## config.mk

```make
export PLATFORM = sky130hd
export DESIGN_NAME = hdmi_frame_sequencer
export DESIGN_NICKNAME = d
export VERILOG_FILES = /design/src/rtl/hdmi_frame_sequencer_pkg.sv /design/src/rtl/hdmi_frame_sequencer_timing_cnt.sv /design/src/rtl/hdmi_frame_sequencer.sv
export SDC_FILE = /design/constraint.sdc
export NUM_CORES = 1
export LEC_CHECK = 0
export ABC_AREA = 1
export CORE_ASPECT_RATIO = 0.7
export CORE_MARGIN = 5
export CORE_UTILIZATION = 38
export DETAILED_ROUTE_END_ITERATION = 7
export PLACE_DENSITY = 0.67
export REMOVE_ABC_BUFFERS = 1
export SLEW_MARGIN = 5
export SYNTH_ARGS = -nofsm -noshare
export SYNTH_HDL_FRONTEND = slang
export SYNTH_SLANG_ARGS = --single-unit
```

## constraint.sdc

```tcl
create_clock -name pclk -period 3.9 [get_ports pclk]
set_input_delay 0.78 -clock pclk [delete_from_list [all_inputs] [get_ports pclk]]
set_output_delay 0.78 -clock pclk [all_outputs]
set_load 0.005 [all_outputs]
```

## src/rtl/hdmi_frame_sequencer_pkg.sv

```systemverilog
// Shared types and default widths for the HDMI frame sequencer.
// Latency: n/a (declarations only).
// Backpressure: n/a; the video path is free-running with no stall.
package hdmi_seq_pkg;

  localparam int DEF_X_W = 12;
  localparam int DEF_Y_W = 11;

  // Timing-lock sequencer states
  typedef enum logic [1:0] {
    IDLE    = 2'd0,
    MEASURE = 2'd1,
    VERIFY  = 2'd2,
    LOCKED  = 2'd3
  } seq_state_t;

endpackage

```

## src/rtl/hdmi_frame_sequencer_timing_cnt.sv

```systemverilog
// Video timing front end: 1-cycle delay of de/hsync/vsync, pixel/line counters,
// vsync-edge and de-fall detection, and pixel coordinates.
// Latency: de_o/hsync_o/vsync_o/x_o/y_o/strobes are 1 pclk after the inputs.
// Backpressure: none; the input stream cannot be stalled.
// Ports: pclk/rstbtn_n clock and reset; de_i/hsync_i/vsync_i raw video;
//   de_o/hsync_o/vsync_o delayed video; x_o/y_o coordinates; line_start_o/frame_start_o strobes;
//   vs_edge_o/de_fall_o same-cycle events on the inputs; pix_cnt_o/line_cnt_o and their
//   saturation flags for the measurement logic.
module video_timing_cnt
  import hdmi_seq_pkg::*;
#(
  parameter int X_W    = DEF_X_W,
  parameter int Y_W    = DEF_Y_W,
  parameter int VS_POL = 1
) (
  input  logic           pclk,
  input  logic           rstbtn_n,
  input  logic           de_i,
  input  logic           hsync_i,
  input  logic           vsync_i,
  output logic           de_o,
  output logic           hsync_o,
  output logic           vsync_o,
  output logic [X_W-1:0] x_o,
  output logic [Y_W-1:0] y_o,
  output logic           line_start_o,
  output logic           frame_start_o,
  output logic           vs_edge_o,
  output logic           de_fall_o,
  output logic [X_W-1:0] pix_cnt_o,
  output logic [Y_W-1:0] line_cnt_o,
  output logic           pix_sat_o,
  output logic           line_sat_o
);

  logic           de_q, hs_q, vs_q, vs_act_q;
  logic           ls_q, fs_q;
  logic [X_W-1:0] pix_cnt, pix_nxt, x_q;
  logic [Y_W-1:0] line_cnt, line_nxt, y_q;
  logic           vs_act, vs_edge, de_fall, de_rise;
  logic           pix_sat, line_sat;

  assign vs_act   = (VS_POL != 0) ? vsync_i : ~vsync_i;
  assign vs_edge  = vs_act & ~vs_act_q;
  assign de_fall  = ~de_i & de_q;
  assign de_rise  = de_i & ~de_q;
  assign pix_sat  = &pix_cnt;
  assign line_sat = &line_cnt;

  // pix_cnt holds the 0-based column of the pixel currently in the delay
  // register, so at de_fall it is (line length - 1).
  always_comb begin
    pix_nxt = pix_cnt;
    if (de_fall)
      pix_nxt = '0;
    else if (de_i && de_q && !pix_sat)
      pix_nxt = pix_cnt + 1'b1;
  end

  always_comb begin
    line_nxt = line_cnt;
    if (vs_edge)
      line_nxt = '0;
    else if (de_fall && !line_sat)
      line_nxt = line_cnt + 1'b1;
  end

  always_ff @(posedge pclk or negedge rstbtn_n) begin
    if (!rstbtn_n) begin
      de_q     <= 1'b0;
      hs_q     <= 1'b0;
      vs_q     <= 1'b0;
      vs_act_q <= 1'b0;
      ls_q     <= 1'b0;
      fs_q     <= 1'b0;
      pix_cnt  <= '0;
      line_cnt <= '0;
      x_q      <= '0;
      y_q      <= '0;
    end else begin
      de_q     <= de_i;
      hs_q     <= hsync_i;
      vs_q     <= vsync_i;
      vs_act_q <= vs_act;
      ls_q     <= de_rise;
      fs_q     <= vs_edge;
      pix_cnt  <= pix_nxt;
      line_cnt <= line_nxt;
      // Coordinates only move with active pixels; blanking keeps the last value
      // until the frame start clears them.
      if (vs_edge) begin
        x_q <= '0;
        y_q <= '0;
      end else if (de_i) begin
        x_q <= pix_nxt;
        y_q <= line_cnt;
      end
    end
  end

  assign de_o          = de_q;
  assign hsync_o       = hs_q;
  assign vsync_o       = vs_q;
  assign x_o           = x_q;
  assign y_o           = y_q;
  assign line_start_o  = ls_q;
  assign frame_start_o = fs_q;
  assign vs_edge_o     = vs_edge;
  assign de_fall_o     = de_fall;
  assign pix_cnt_o     = pix_cnt;
  assign line_cnt_o    = line_cnt;
  assign pix_sat_o     = pix_sat;
  assign line_sat_o    = line_sat;

endmodule

```

## src/rtl/hdmi_frame_sequencer.sv

```systemverilog
// Locks onto incoming video timing and sequences the filter/bypass select on frame boundaries.
// Latency: all outputs registered, aligned 1 pclk after the decoder inputs.
// Backpressure: none; filt_req_i is sampled only at frame start while locked.
// Ports: pclk/rstbtn_n clock and reset; de_i/hsync_i/vsync_i/filt_req_i inputs;
//   de_o/hsync_o/vsync_o/x_o/y_o/line_start_o/frame_start_o delayed video and strobes;
//   locked_o/path_sel_o/h_active_o/v_active_o/lock_err_o lock status and path select.
module hdmi_frame_sequencer
  import hdmi_seq_pkg::*;
#(
  parameter int X_W         = DEF_X_W,
  parameter int Y_W         = DEF_Y_W,
  parameter int LOCK_FRAMES = 3,
  parameter int VS_POL      = 1
) (
  input  logic           pclk,
  input  logic           rstbtn_n,
  input  logic           de_i,
  input  logic           hsync_i,
  input  logic           vsync_i,
  input  logic           filt_req_i,
  output logic           de_o,
  output logic           hsync_o,
  output logic           vsync_o,
  output logic [X_W-1:0] x_o,
  output logic [Y_W-1:0] y_o,
  output logic           line_start_o,
  output logic           frame_start_o,
  output logic           locked_o,
  output logic           path_sel_o,
  output logic [X_W-1:0] h_active_o,
  output logic [Y_W-1:0] v_active_o,
  output logic           lock_err_o
);

  localparam logic [3:0] LOCK_N = 4'(LOCK_FRAMES);

  logic           vs_edge, de_fall, pix_sat, line_sat;
  logic [X_W-1:0] pix_cnt;
  logic [Y_W-1:0] line_cnt;

  video_timing_cnt #(
    .X_W   (X_W),
    .Y_W   (Y_W),
    .VS_POL(VS_POL)
  ) u_cnt (
    .pclk         (pclk),
    .rstbtn_n     (rstbtn_n),
    .de_i         (de_i),
    .hsync_i      (hsync_i),
    .vsync_i      (vsync_i),
    .de_o         (de_o),
    .hsync_o      (hsync_o),
    .vsync_o      (vsync_o),
    .x_o          (x_o),
    .y_o          (y_o),
    .line_start_o (line_start_o),
    .frame_start_o(frame_start_o),
    .vs_edge_o    (vs_edge),
    .de_fall_o    (de_fall),
    .pix_cnt_o    (pix_cnt),
    .line_cnt_o   (line_cnt),
    .pix_sat_o    (pix_sat),
    .line_sat_o   (line_sat)
  );

  seq_state_t     state_q, state_d;
  logic [X_W-1:0] h_active_q, h_active_d;
  logic [Y_W-1:0] v_active_q, v_active_d;
  logic [3:0]     match_q, match_d, match_inc;
  logic           armed_q, armed_d;   // a measurement window has opened at a vsync edge
  logic           h_got_q, h_got_d;   // line length captured for the current measurement
  logic           path_q, path_d;
  logic           err_q, err_d;
  logic           len_bad, lines_bad, mismatch;

  // A saturated counter can never equal a sane measured value, so it is
  // folded into the mismatch directly.
  assign len_bad   = pix_sat  || (pix_cnt != h_active_q - 1'b1);
  assign lines_bad = line_sat || (line_cnt != v_active_q);
  // A bad line and a bad frame in the same cycle collapse into one event.
  assign mismatch  = (de_fall && len_bad) || (vs_edge && lines_bad);
  assign match_inc = match_q + 4'd1;

  always_comb begin
    state_d    = state_q;
    h_active_d = h_active_q;
    v_active_d = v_active_q;
    match_d    = match_q;
    armed_d    = armed_q;
    h_got_d    = h_got_q;
    err_d      = 1'b0;
    case (state_q)
      IDLE: begin
        if (vs_edge) begin
          state_d = MEASURE;
          armed_d = 1'b1;
          h_got_d = 1'b0;
        end
      end
      MEASURE: begin
        if (vs_edge) begin
          if (armed_q && h_got_q && (line_cnt != '0) && !line_sat) begin
            v_active_d = line_cnt;
            match_d    = 4'd0;
            state_d    = VERIFY;
          end else begin
            // No usable frame yet: restart the window at this edge.
            armed_d = 1'b1;
            h_got_d = 1'b0;
          end
        end else if (de_fall && armed_q && !h_got_q && !pix_sat) begin
          h_active_d = pix_cnt + 1'b1;
          h_got_d    = 1'b1;
        end
      end
      VERIFY: begin
        if (mismatch) begin
          state_d = MEASURE;
          armed_d = vs_edge;  // mid-frame loss waits for the next vsync edge
          h_got_d = 1'b0;
        end else if (vs_edge) begin
          if (match_inc == LOCK_N)
            state_d = LOCKED;
          match_d = match_inc;
        end
      end
      LOCKED: begin
        if (mismatch) begin
          state_d = MEASURE;
          armed_d = vs_edge;
          h_got_d = 1'b0;
          err_d   = 1'b1;
        end
      end
      default: state_d = IDLE;
    endcase
  end

  // Select only follows the request at a frame start while locked; losing lock
  // drops to bypass at once.
  always_comb begin
    path_d = path_q;
    if (state_d != LOCKED)
      path_d = 1'b0;
    else if (vs_edge)
      path_d = filt_req_i;
  end

  always_ff @(posedge pclk or negedge rstbtn_n) begin
    if (!rstbtn_n) begin
      state_q    <= IDLE;
      h_active_q <= '0;
      v_active_q <= '0;
      match_q    <= 4'd0;
      armed_q    <= 1'b0;
      h_got_q    <= 1'b0;
      path_q     <= 1'b0;
      err_q      <= 1'b0;
    end else begin
      state_q    <= state_d;
      h_active_q <= h_active_d;
      v_active_q <= v_active_d;
      match_q    <= match_d;
      armed_q    <= armed_d;
      h_got_q    <= h_got_d;
      path_q     <= path_d;
      err_q      <= err_d;
    end
  end

  assign locked_o   = (state_q == LOCKED);
  assign path_sel_o = path_q;
  assign h_active_o = h_active_q;
  assign v_active_o = v_active_q;
  assign lock_err_o = err_q;

endmodule

```

-- Word-level counts from Yosys, hierarchy flattened
Cells that the tools add are included.
- register bits after elaboration: 84
- bits of input ports: 6
- add/subtract/negate cells: 4
- equal/unequal tests: 16
- multiplexer cells: 36
- bitwise logic cells: 7
- reduce and logical (&&, ||, !) cells: 31
- operators with widths (operator ; number):
    12-bit 2-to-1 mux ; 4
    11-bit 2-to-1 mux ; 4
    4-bit 2-to-1 mux ; 4
    2-bit 2-to-1 mux ; 7
    1-bit 2-to-1 mux ; 13
    12-bit by 1-bit adder with 12-bit output (second input constant) ; 1
    12-bit != test ; 1
    12-bit AND reduction ; 1
    12-bit by 1-bit subtractor with 12-bit output (second input constant) ; 1
    11-bit by 1-bit adder with 11-bit output (second input constant) ; 1
    1-bit logical AND ; 11
    11-bit != test ; 1
    11-bit AND reduction ; 1
    11-bit nonzero test ; 1
    2-bit by 1-bit != test with 1-bit output (second input constant) ; 4
    2-bit != test (second input constant) ; 4
    2-bit case mux with 4 select lines ; 1
    4-bit case mux with 2 select lines ; 1
    4-bit AND reduction ; 2
    2-bit nonzero test ; 4
    1-bit case mux with 3 select lines ; 2
    3-bit AND reduction ; 2
    5-bit AND reduction ; 1
    4-bit by 1-bit adder with 4-bit output (second input constant) ; 1
    11 further kinds ; 21

-- Longest topological paths before layout
Gate-level depths: netlist of the first run.
- word-level depth: 9
- mapped depth: 18

-- Modules after synthesis
Synthesis of the first run repeated with hierarchy kept, for this count alone.
- cells, all modules: 631
- area total of the unflattened synthesis: 4808.4 sq um
- by module, submodules not included (module ; times used ; cells an instance ; area each (sq um) ; sequential area each (sq um)):
    video_timing_cnt ; 1 ; 289 ; 2486.1 ; 1276.2
    hdmi_frame_sequencer ; 1 ; 342 ; 2322.2 ; 825.8

-- Worst setup path before layout of the first run
No wires, ideal clock.
- kind: input-to-reg
- from: input vsync_i
- to: register u_cnt.line_cnt[7], in the netlist u_cnt.line_cnt_o[7]
- arrival time: 1.847 ns
- required time: 3.778 ns
- path slack: 1.931 ns
- stages on the path: 11
- path through: inv_1 nor2_4 clkinv_1 nand2_2 nand2_2 nor2_2 nand2_1 nor2_1 nand2_1 nand2_1 a21oi_2
- cells in the longest elaborated chain, start to end: 2
- elaborated cells between the ends (all ways): 3
- RTL lines (element ; RTL line ; RTL):
    from (decl) ; hdmi_frame_sequencer.sv:19 ; input logic vsync_i,
    1-bit AND (*) ; hdmi_frame_sequencer_timing_cnt.sv:44 ; assign vs_edge = vs_act & ~vs_act_q;
    11-bit 2-to-1 mux / 2-bit nonzero test (equally long branches) ; -- ;
    to (signal assigned) ; hdmi_frame_sequencer_timing_cnt.sv:88 ; line_cnt <= line_nxt;
    to (decl) ; hdmi_frame_sequencer_timing_cnt.sv:39 ; logic [Y_W-1:0] line_cnt, line_nxt, y_q;
Mark *: on every way between the ends. The rest lies on a longest branch, timed or not.
A chain may end at the register's enable or synchronous reset.

-- Worst setup path after layout of the first run
- from: input vsync_i
- to: register u_cnt.x_q[10], in the netlist u_cnt.x_o[10]
- cells in the longest elaborated chain, start to end: 2
- elaborated cells between the ends (all ways): 3
- RTL lines (element ; RTL line ; RTL):
    1-bit AND (*) ; hdmi_frame_sequencer_timing_cnt.sv:44 ;
    12-bit 2-to-1 mux / 2-bit nonzero test (equally long branches) ; -- ;
    to (signal assigned) ; hdmi_frame_sequencer_timing_cnt.sv:95 ; x_q <= pix_nxt;
    to (decl) ; hdmi_frame_sequencer_timing_cnt.sv:38 ; logic [X_W-1:0] pix_cnt, pix_nxt, x_q;
Marked as above.

==> results of run 1 <==
-- registers in the layout, summed over array words and instances, names as in the netlist, 2 cells and up --
signal,flops
h_active_o,12
v_active_o,11
state_q,2
u_cnt.pix_cnt_o,12
u_cnt.x_o,12
match_q,4
u_cnt.y_o,11
u_cnt.line_cnt_o,11
-- per-layer routing --
metal  part of all wire (%)  wire [µm]
met1                     49       5410
met2                     43       4766
met3                    6.3        694
met4                   0.94        103
met5                      0          0
-- layout by cell type, fill, tap and decap left out, types with 6 or more instances in the layout --
| master | instances |
|---|---|
| nand2_1 | 124 |
| dfrtp_1 | 84 |
| clkdlybuf4s50_1 | 58 |
| inv_1 | 46 |
| nor2_1 | 44 |
| o21ai_0 | 42 |
| nand3_1 | 33 |
| xor2_1 | 18 |
| xnor2_1 | 13 |
| nand4_1 | 11 |
| a22o_1 | 10 |
| nor3_1 | 9 |
| nand2_2 | 9 |
| clkbuf_16 | 9 |
| o21ai_2 | 8 |
| nor2_2 | 7 |
| a21oi_1 | 6 |
| ha_1 | 6 |
-- path summary, 6_finish.rpt --
check                      depth (start not counted)            end  slack [ns]
setup / recovery                                   7  u_cnt.x_o[10]        1.41
hold / removal                                     2     match_q[3]        0.50
setup reg to reg                                  17     match_q[1]        1.67
hold reg to reg                                    2     match_q[3]        0.50
max in group asynchronous                          1     state_q[0]        2.60
min in group asynchronous                          1   u_cnt.x_o[4]        0.62
-- power by group through the flow --
stage | Combinational [mW] | Sequential (mW) | Clock (mW)
final | 0.754 | 1.07 | 0.836
after global routing | 0.863 | 1.08 | 0.895
after CTS | 0.761 | 1.07 | 0.856
after detailed placement | 0.754 | 1.08 | 0
after global placement | 0.734 | 1.08 | 0
after floorplan | 0.475 | 1.07 | 0
-- area by class of cell --
class	instances	share of cell area, %
Clock inverter	7	1.217
Multi-Input combinational cell	363	36.74
Clock buffer	9	4.212
Inverter	52	3.651
Tap cell	153	3.581
Timing Repair Buffer	61	11.28
Sequential cell	84	39.32
-- worst reg2reg max path: cells and delay by family, from the launching register on --
family	cells	cell delay [ns]
adder cells (fa/ha/maj)	1	0.25
buffers and inverters	1	0.11
AND/OR/NAND/NOR	15	1.39
flip-flops	1	0.42
-- logic make-up after synthesis --
kind of cell | share of synthesized area (%)
AOI/OAI and AO/OA | 9.919
xor gates and xnor gates | 6.671
adders and majority gates | 1.740
buffers and inverters | 5.742
DFF | 48.72
and+or+nand+nor | 27.20
-- cells in the mapped netlist, types with 5 or more instances --
cell / count / area, µm²
a22o_1: 10 / 87.58
o21ai_2: 8 / 70.07
nor2_2: 7 / 43.79
dfrtp_1: 84 / 2102
nor3_1: 9 / 45.04
inv_1: 46 / 172.7
nand2_2: 9 / 56.30
nand3_1: 33 / 165.2
xor2_1: 18 / 157.7
inv_2: 5 / 18.77
o21ai_0: 42 / 210.2
clkbuf_1: 6 / 22.52
nor2_1: 44 / 165.2
nand2_1: 124 / 465.5
nand4_1: 11 / 68.82
a21oi_1: 6 / 30.03
ha_1: 6 / 75.07
xnor2_1: 13 / 113.9
==> metrics.txt, run 1 <==
status=finished clean; Post-synth EDFFs=0; vias in the first global route=3483; design area=0.005346 mm²; M3 GR Usage=3.640%; layout cells sized above 1=11.11%; Core ar.=0.01105 mm²; Crit Reg-Reg Startpoint=h_active_o[0]; initial core utilization=39.04%; #FFs+latches synth=84; dpl ws=1.053 ns; Die Wd=137.4 µm; GR peak layer=met1; Final Max Slew Viols=0; PwrDens=497.2 mW/mm²; clk sinks=84; initial antenna violation count=0; Top cell by count, worst path=inv_1; Placed Cells=713; IO Count=60; Slowest cell on crit path=nor2_1; Least-Margin Pin Slew=1.062 ns; Die H=99.15 µm; VDD IR max=240.8 µV; CTS tree=done; max_slew headroom=29.17%; CP Buf/Inv Count=4; syn avg cell area=8.459 µm²; P&R area growth vs syn=23.93%; largest net degree at the start of global routing=85; clock buffer depth=2; GRT overflow=0; library cells used by synthesis=35; WL final=10980 µm; first-pass GRT wire length=18150 µm; footprint of the multi-input gates=0.001964 mm²; TritonCTS buffer count=9; Crit path largest cell delay=0.56 ns; CP top delay family=buffers and inverters; post-route clock period utilization=63.79%; RSZ-0062 raised after global routing=no; clk_lat worst skew=0.34 ns; hold slack=0.5012 ns; DR vias/cell=4.995; final non-filler cell total=729; HP Start=match_q[3]; total power=2.658 mW; via count=3641; Worst Setup SP=vsync_i; CP endpoint kind=register; clock network power share=31.5%; # diodes=0; htree depth=3; post-layout util=48.38%; GR Util met2=23.43%; crit path max fanout=12; Mapped Cells=510; GRT Total Usage=16.80%; register area share after synthesis=48.72%; final clock skew=0.006094 ns; data arrival time of the worst path=2.74 ns; initial drt markers=287; Critical Path RT=4.15 ns; row count=32; final setup margin=1.412 ns; DR pass1 iterations=5; logic gate share of total power=28.4%; Clock transition at path regs=0.07 ns; post-route ant nets=0; die area=0.01362 mm²; IO buf count=59; Max Cap Viol=0; Final nets=583; Post-Synthesis Cell Area=0.004314 mm²; P_int=1.738 mW; DP HPWL=8084 µm; TNS Setup=0 ns; Root Driver=clkbuf_16; maximum clock rate=401.9 MHz; cts hold-fix bufs=0; Psw=919.7 µW; switching part of the total=34.60%; Post-CTS Setup Inserts=0; Final min period=2.488 ns; worst path cell trace=clkdlybuf4s50_1 > inv_1 > nor2_4 > buf_4 > nor2_1 > inv_1 > o21ai_0; final setup violating endpoints=0; placed cell areas=0.005056 mm²; Startpoint Class=input port; GP Congestion=0.8664; FFs w/ async S/R, synth=100.0%; cts repair resizes=0; Routed wire per std cell=15.05 µm; Leakage=2.450 nW; type of the tightest min-delay check=register to register; Worst Path Class, Setup=input port to register; GR Layer Usage met1=26.12%; Final Hold Fails=0; prevailing post-synth register cell=dfrtp_1; # DRC=0; storage element area=0.002102 mm²; Fillers=1051; part of the power in registers=40.2%; YS warnings=0
Note: power is estimated with default switching activity, not from simulation.
==> run 2: changes to the inputs <==
--- a/config.mk
+++ b/config.mk
@@ -10,7 +10,7 @@
 export CORE_MARGIN = 5
 export CORE_UTILIZATION = 38
 export DETAILED_ROUTE_END_ITERATION = 7
-export PLACE_DENSITY = 0.67
+export PLACE_DENSITY = 0.69
 export REMOVE_ABC_BUFFERS = 1
 export SLEW_MARGIN = 5
 export SYNTH_ARGS = -nofsm -noshare
==> constraint.sdc (replaced) <==
create_clock -name pclk -period 2.25 [get_ports pclk]
set_input_delay 0.45 -clock pclk [delete_from_list [all_inputs] [get_ports pclk]]
set_output_delay 0.45 -clock pclk [all_outputs]
set_load 0.005 [all_outputs]
==> metrics.txt, run 2 (synthesis gave the netlist of run 1 again) <==
first-pass GRT wire length=18170 µm; Critical Path RT=2.51 ns; most frequent cells in the layout=123 x nand2_1, 82 x dfrtp_1, 58 x clkdlybuf4s50_1; RSZ-0062 raised after global routing=no; Psw=1.514 mW; Least-Margin Pin Slew=0.8578 ns; commonest non-fill, non-tap cell in the layout=nand2_1; via count=3684; GP Congestion=0.8949; Crit Reg-Reg Startpoint=u_cnt.pix_cnt_o[0]; type of the tightest min-delay check=input port to asynchronous set/reset pin; Reg2Reg Capture Point=u_cnt.x_o[11]; GRT overflow=0; Worst Setup SP=u_cnt.pix_cnt_o[0]; logic gate share of total power=30.7%; cts hold-fix bufs=0; placed cell areas=0.005154 mm²; # DRC=0; design area=0.005485 mm²; Final nets=598; Routed wire per std cell=14.67 µm; P&R area growth vs syn=27.15%; clk sinks=84; # diodes=0; part of the power in registers=39.7%; Root Driver=clkbuf_16; htree depth=3; P_int=3.121 mW; Final Max Slew Viols=0; maximum clock rate=480.5 MHz; status=finished clean; post-route ant nets=0; row count=32; IO buf count=59; IO Count=60; clk_lat worst skew=0.34 ns; initial drt markers=341; post-route clock period utilization=92.49%; Core ar.=0.01105 mm²; die area=0.01362 mm²; GRT Total Usage=16.91%; clock network power share=29.6%; final clock skew=0.006826 ns; PwrDens=845.1 mW/mm²; WL final=10900 µm; initial core utilization=39.04%; data arrival time of the worst path=2.34 ns; Final min period=2.081 ns; Die Wd=137.4 µm; Startpoint Class=register; max_slew headroom=42.60%; DR pass1 iterations=5; VDD IR max=506.8 µV; Die H=99.15 µm; Worst Path Class, Setup=register to register; DR vias/cell=4.958; crit path max fanout=9; layout cells sized above 1=14.58%; TNS Setup=0 ns; Max Cap Viol=0; final setup violating endpoints=0; clock buffer depth=2; worst reg2reg path depth=12; largest net degree at the start of global routing=43; Final Hold Fails=0; Leakage=2.535 nW; initial antenna violation count=0; switching part of the total=32.67%; CP endpoint kind=register; R2R Setup Slk=0.17 ns; CTS tree=done; DP HPWL=8308 µm; TritonCTS buffer count=9; vias in the first global route=3427; Clock transition at path regs=0.06 ns
## run 2: worst max-delay path, stage by stage, from the launching register on
cell	delay, ns
dfrtp_1	0.35
ha_1	0.18
nand2_1	0.08
inv_2	0.08
nand3_2	0.10
nor2_2	0.14
nand3_2	0.15
nand2_4	0.15
inv_2	0.07
nand2_4	0.10
nor2_1	0.06
or3_1	0.40
o21ai_2	0.14
## run 2: area by class of cell
cell class                 instances  area (µm²)
fill                            1044        5565
tap                              153       191.4
timing repair buffer              76       715.7
clock buffer                      11       252.7
sequential                        84        2105
inverter                          52       195.2
clock inverter                     4       25.02
multi-input combinational        363        2001
## run 2: power groups by stage
stage	Clock [mW]	Combinational [mW]	Sequential (mW)
after floorplan	0	0.823	1.85
after global placement	0	1.32	1.86
after detailed placement	0	1.34	1.86
after CTS	1.40	1.35	1.84
after global routing	1.46	1.61	1.87
final	1.37	1.42	1.84
## run 2: metal layers
layer  part of all wire, %  track usage [%]  up-vias
li1                      -                -     1817
met1                    50            26.04     1767
met2                    42            23.65       87
met3                   6.7            4.348       13
met4                   1.3            4.141        0
met5                     0                0        -
## run 2: worst max-delay path by stage
stage,cells after the start,end,slack [ns]
3_5_place_dp,5,u_cnt.y_o[3],-0.07
6_report,12,u_cnt.x_o[11],0.17
2_1_floorplan,11,u_cnt.line_cnt_o[7],0.38
5_1_grt,14,match_q[1],0.002
3_3_place_gp,5,u_cnt.y_o[0],-0.01
4_1_cts,17,match_q[1],0.05
## run 2: timing repair
action | CTS | global route
endpoints found under the setup margin | 0 | 19
buffers inserted | 0 | 2
gates resized for setup | 0 | 12
## run 2: per-stage QoR
stage	power (mW)	instances	setup WS [ns]	util, %	hold slack (ns)
final	4.635	743	0.1689	49.64	0.1024
after detailed placement	3.204	726	-0.07105	46.64	0.4788
after global routing	4.935	743	0.001720	49.64	0.1445
after CTS	4.585	741	0.05198	49.15	0.1235
after global placement	3.177	726	-0.01381	46.64	0.4751
after floorplan	2.671	499	0.3786	-	0.1544
